$ cat config.mk
export PLATFORM = sky130hd
export DESIGN_NAME = r2sdf_bfly_stage
export DESIGN_NICKNAME = d
export VERILOG_FILES = /design/src/rtl/rdft_pkg.sv /design/src/rtl/r2sdf_delay.sv /design/src/rtl/r2sdf_bfly_stage.sv
export SDC_FILE = /design/constraint.sdc
export NUM_CORES = 1
export LEC_CHECK = 0
export CORE_ASPECT_RATIO = 0.75
export CORE_MARGIN = 2
export CORE_UTILIZATION = 61
export CTS_CLUSTER_DIAMETER = 60
export CTS_CLUSTER_SIZE = 28
export DETAILED_ROUTE_END_ITERATION = 10
export PLACE_DENSITY = 0.89
export SETUP_SLACK_MARGIN = 0.15
export SYNTH_ARGS = -nofsm -noshare
export SYNTH_HDL_FRONTEND = slang
export SYNTH_SLANG_ARGS = --single-unit
$ cat constraint.sdc
create_clock -name clk -period 7.9 [get_ports clk]
set_input_delay 1.185 -clock clk [delete_from_list [all_inputs] [get_ports clk]]
set_output_delay 1.185 -clock clk [all_outputs]
set_load 0.1 [all_outputs]
$ cat src/rtl/rdft_pkg.sv
// rtl/rdft_pkg.sv - shared types and widths for the RDFT datapath stages
package rdft_pkg;

    // Input sample magnitude width; stage samples carry one extra bit of headroom
    localparam int BITS     = 31;
    localparam int SAMPLE_W = BITS + 1;

    // Complex sample as carried between RDFT stages
    typedef struct packed {
        logic signed [SAMPLE_W-1:0] re;
        logic signed [SAMPLE_W-1:0] im;
    } cplx_t;

    // Butterfly stage phase within a 2D-sample frame
    typedef enum logic {
        FILL = 1'b0,
        BFLY = 1'b1
    } phase_t;

endpackage

$ cat src/rtl/r2sdf_delay.sv
// rtl/r2sdf_delay.sv - D-entry circular delay line, read-before-write at a single pointer
module r2sdf_delay #(
    parameter int DW     = 64,
    parameter int LOG2_D = 3
) (
    input  logic          clk,
    input  logic          rst,
    input  logic          en,
    input  logic [DW-1:0] wdata,
    output logic [DW-1:0] rdata
);

    localparam int D = 1 << LOG2_D;

    logic [DW-1:0]     mem [D];
    logic [LOG2_D-1:0] ptr;

    // Head of the line is the entry written D accepted samples ago
    assign rdata = mem[ptr];

    // Pointer steps once per accepted sample; D is a power of two so it wraps naturally
    always_ff @(posedge clk or negedge rst) begin
        if (!rst) begin
            ptr <= '0;
        end else if (en) begin
            ptr <= ptr + 1'b1;
        end
    end

    // Storage is not reset; it is always overwritten before it is consumed as valid data
    always_ff @(posedge clk) begin
        if (en) begin
            mem[ptr] <= wdata;
        end
    end

endmodule

$ cat src/rtl/r2sdf_bfly_stage.sv
// rtl/r2sdf_bfly_stage.sv - radix-2 single-path delay-feedback butterfly stage with 1/2 scaling
module r2sdf_bfly_stage
    import rdft_pkg::*;
#(
    parameter int W      = SAMPLE_W,
    parameter int LOG2_D = 3
) (
    input  logic                clk,
    input  logic                rst,
    input  logic                in_valid,
    input  logic                in_sof,
    input  logic signed [W-1:0] in_re,
    input  logic signed [W-1:0] in_im,
    output logic                out_valid,
    output logic                out_sof,
    output logic signed [W-1:0] out_re,
    output logic signed [W-1:0] out_im
);

    localparam int D = 1 << LOG2_D;
    localparam logic [LOG2_D:0] CNT_LAST_FILL  = (LOG2_D+1)'(D - 1);
    localparam logic [LOG2_D:0] CNT_FIRST_BFLY = (LOG2_D+1)'(D);

    logic [LOG2_D:0]     cnt;
    logic [LOG2_D:0]     cnt_eff;
    logic                primed;
    logic                primed_eff;
    phase_t              phase;
    logic [2*W-1:0]      dly_wdata;
    logic [2*W-1:0]      dly_rdata;
    logic signed [W-1:0] a_re, a_im;
    logic signed [W:0]   a_re_x, a_im_x, b_re_x, b_im_x;
    logic signed [W-1:0] s_re, s_im, d_re, d_im;

    // A start-of-frame restarts the count and forgets that a previous frame was completed
    assign cnt_eff    = in_sof ? '0 : cnt;
    assign primed_eff = primed & ~in_sof;
    assign phase      = cnt_eff[LOG2_D] ? BFLY : FILL;

    assign a_re = dly_rdata[2*W-1:W];
    assign a_im = dly_rdata[W-1:0];

    // One guard bit makes the sum/difference exact; floor-halving brings it back into W bits
    assign a_re_x = {a_re[W-1], a_re};
    assign a_im_x = {a_im[W-1], a_im};
    assign b_re_x = {in_re[W-1], in_re};
    assign b_im_x = {in_im[W-1], in_im};
    assign s_re   = W'((a_re_x + b_re_x) >>> 1);
    assign s_im   = W'((a_im_x + b_im_x) >>> 1);
    assign d_re   = W'((a_re_x - b_re_x) >>> 1);
    assign d_im   = W'((a_im_x - b_im_x) >>> 1);

    // FILL stores the new sample; BFLY feeds the scaled difference back into the line
    assign dly_wdata = (phase == BFLY) ? {d_re, d_im} : {in_re, in_im};

    r2sdf_delay #(
        .DW     (2 * W),
        .LOG2_D (LOG2_D)
    ) u_delay (
        .clk   (clk),
        .rst   (rst),
        .en    (in_valid),
        .wdata (dly_wdata),
        .rdata (dly_rdata)
    );

    // Frame counter, primed flag and registered outputs advance only on accepted samples
    always_ff @(posedge clk or negedge rst) begin
        if (!rst) begin
            cnt       <= '0;
            primed    <= 1'b0;
            out_valid <= 1'b0;
            out_sof   <= 1'b0;
            out_re    <= '0;
            out_im    <= '0;
        end else if (in_valid) begin
            cnt <= cnt_eff + 1'b1;
            if (cnt_eff == CNT_LAST_FILL) begin
                primed <= 1'b1;
            end else if (in_sof) begin
                primed <= 1'b0;
            end
            out_sof <= (cnt_eff == CNT_FIRST_BFLY);
            if (phase == BFLY) begin
                out_valid <= 1'b1;
                out_re    <= s_re;
                out_im    <= s_im;
            end else begin
                out_valid <= primed_eff;
                out_re    <= a_re;
                out_im    <= a_im;
            end
        end else begin
            out_valid <= 1'b0;
            out_sof   <= 1'b0;
        end
    end

endmodule
==> summary.txt <==
Clocking
  – Hold_buf cts: 0
  – Resize count post-CTS: 0
  – CTS tree: yes
  – Clock Tree Buf Depth: 3
  – Setup Fix Bufs, Post-CTS: 0
  – Worst skew pair latency: 610 ps
  – CTS Sinks: 586
  – Cts bufs inserted: 34
  – Reg clk slew, reported paths: 100 ps
  – CTS root buf: clkbuf_16
  – H-tree depth: 2

GRT
  – Largest net degree at the start of global routing: 81
  – All-layer global routing usage: 0.319
  – Initial antenna violation count: 0
  – Grt total ovfl: 0
  – First-pass GRT wire length: ~120000 µm
  – Vias in the first global route: 20585

Route
  – Wire per inst: 26.8 µm
  – Router iterations before antenna repair: 8
  – Routed wire length: 81700 µm
  – Vias: just over 20000
  – Vias per cell: about 6.8
  – DRC: 0
  – Post-route ant nets: 0
  – Initial DRC Count: 2851

Die
  – Site row count: 70
  – Die Area: 51700 µm²
  – Initial Util: 0.621
  – Ports: 134
  – Die H: 197 µm
  – Core footprint: 49000 µm²
  – Die W: 262 µm

STA
  – Setup total negative slack: 0 ps
  – Minimum clock period: 6430 ps
  – Final period util: 0.814
  – Worst Clk Skew: 50.2 ps
  – RSZ-0062 raised after global routing: false
  – Endpoints failing setup: 0
  – Final hold vios: 0
  – Slew HR: 0.160
  – Measured slew at the worst slew-check pin: 1260 ps
  – Fmax: 155 MHz
  – Fin. max-slew vios: 0

Synthesis
  – Syn Inst Count: 2296
  – Post-synth EDFFs: ~510
  – Async set-reset flop share out of synthesis: 0.126
  – Synth unique cells: 84
  – Number of synthesized register bits: between 500 and 600
  – Cell area after synthesis: 30400 µm²
  – Syn nets: 2516
  – Synth Flop Type: edfxtp_1
  – Sequential-to-total area share from yosys stat: 0.566
  – Avg Cell Area, Syn: 13.3 µm²
  – Synth warn: 0

Setup path
  – WS Path Type: reg -> reg
  – Critical Path Start Type: register
  – CP required: 8180 ps
  – Critical Path AT: 6710 ps
  – Worst r2r src: u_delay.ptr[0]
  – Worst R2R Setup Slack: 1470 ps
  – Reg2reg path depth: 13
  – Setup crit end kind: register
  – Crit path max fanout: 57
  – Reg-to-Reg End: u_delay.mem[0][61]

Hold path
  – HP Start: out_re[15]
  – Min-Delay Endpoint: out_re[15]
  – Hold Crit Depth: 1
  – Worst Hold Class: reg -> reg

Finish
  – Share of post-route cells with drive strength above 1: 0.128
  – Number of fill cells: about 3200
  – Nets: 2594
  – Commonest non-fill, non-tap cell in the layout: edfxtp_1
  – Area grow syn2layout: 10.5%
  – Most frequent cells in the layout: edfxtp_1 (512), ha_1 (148), nand2_1 (141), o21ai_0 (136), inv_1 (135)
  – Antenna cells: 0

Placement
  – Hpwl dp: 53900 µm
  – Global placer's final weighted congestion: 0.998
  – PortBufs: 133

Run
  – MaxCap Viol Count: 0

Run status
  – Status: finished, final reports clean
-- metrics by stage --
step | hold WS (ps) | cells | util | setup WS [ps] | instance area (µm²)
CTS | 488 | 3047 | 0.686 | 1540 | 33600
floorplan | 461 | 2296 | - | 1110 | 30400
finish | 481 | 3047 | 0.686 | 1470 | 33600
global placement | 463 | 2986 | 0.661 | 1780 | 32400
detailed placement | 469 | 2986 | 0.661 | 1590 | 32400
global route | 499 | 3047 | 0.686 | 924 | 33600
-- worst max path at each step --
stage,from,end,slack [ps],depth (start not counted)
3_5_place_dp,u_delay.ptr[0],u_delay.mem[4][61],1590,13
6_report,u_delay.ptr[0],u_delay.mem[0][61],1470,13
5_1_grt,u_delay.ptr[0],u_delay.mem[0][61],920,13
3_3_place_gp,u_delay.ptr[0],u_delay.mem[4][61],1780,13
4_1_cts,u_delay.ptr[0],u_delay.mem[0][61],1540,13
2_1_floorplan,in_valid,u_delay.mem[2][0],1110,4
-- layer usage --
layer,part of all wire,track usage
met1,0.39,0.450
met2,0.47,0.508
met3,0.11,0.0594
met4,0.033,0.101
met5,0,0
-- final cells by class --
| cell class | count | area [µm²] | area share |
|---|---|---|---|
| inverters | 136 | 512 | 0.0152 |
| repair buffers | 158 | 1520 | 0.0453 |
| multi-input cells | 1458 | 12300 | 0.366 |
| clock buffers | 41 | 898 | 0.0267 |
| well taps | 648 | 811 | 0.0241 |
| flip-flops and latches | 586 | 17200 | 0.512 |
| clock inverters | 20 | 340 | 0.0101 |
-- registers in the layout (all words and copies together) (netlist names) --
name         flops
cnt              4
out_im          32
out_re          32
out_sof          1
out_valid        1
primed           1
u_delay.mem    512
u_delay.ptr      3
-- worst max-delay path, cell delays in order (launching register included) --
cell,delay (ps)
dfrtp_4,1190
mux4_2,600
mux2i_1,360
inv_1,190
fa_1,460
a211o_1,340
a2111oi_2,610
nor4b_1,140
a211oi_1,660
o21ai_0,230
a41oi_1,400
o31ai_1,130
xnor2_1,130
o21ai_0,610
-- synth_stat cells, types with 13 or more instances --
master	instances	area, µm²
a211oi_1	34	255
a21o_1	41	308
a21oi_1	127	636
a22oi_1	18	135
buf_1	26	97.6
clkbuf_1	82	308
dfrtp_1	74	1850
edfxtp_1	512	15400
ha_1	148	1850
inv_1	136	510
mux2_2	67	754
mux2i_1	13	130
mux4_2	125	2820
nand2_1	141	529
nand2b_1	21	131
nand3_1	35	175
nand4_1	14	87.6
nor2_1	122	458
nor2b_1	19	119
nor3_1	35	175
o211ai_1	15	113
o21a_1	15	113
o21ai_0	136	681
o21ai_1	13	65.1
o21bai_1	34	255
o31ai_1	16	120
xnor2_1	75	657
xor2_1	22	193
-- logic make-up (layout without fill, tap and decap cells) --
group / count (synthesis) / after routing / share of synthesized area
buffers and inverters: 252 / 355 / 0.0318
XOR/XNOR: 97 / 97 / 0.0279
AND/OR/NAND/NOR: 449 / 449 / 0.0692
adder cells (fa/ha/maj): 152 / 152 / 0.0635
AO/OA/AOI/OAI: 550 / 550 / 0.118
flip-flops: 586 / 586 / 0.566
multiplexers: 210 / 210 / 0.124
Power is not shown: default switching activity piles up to over one toggle a cycle in this logic, so the estimate is an artifact.
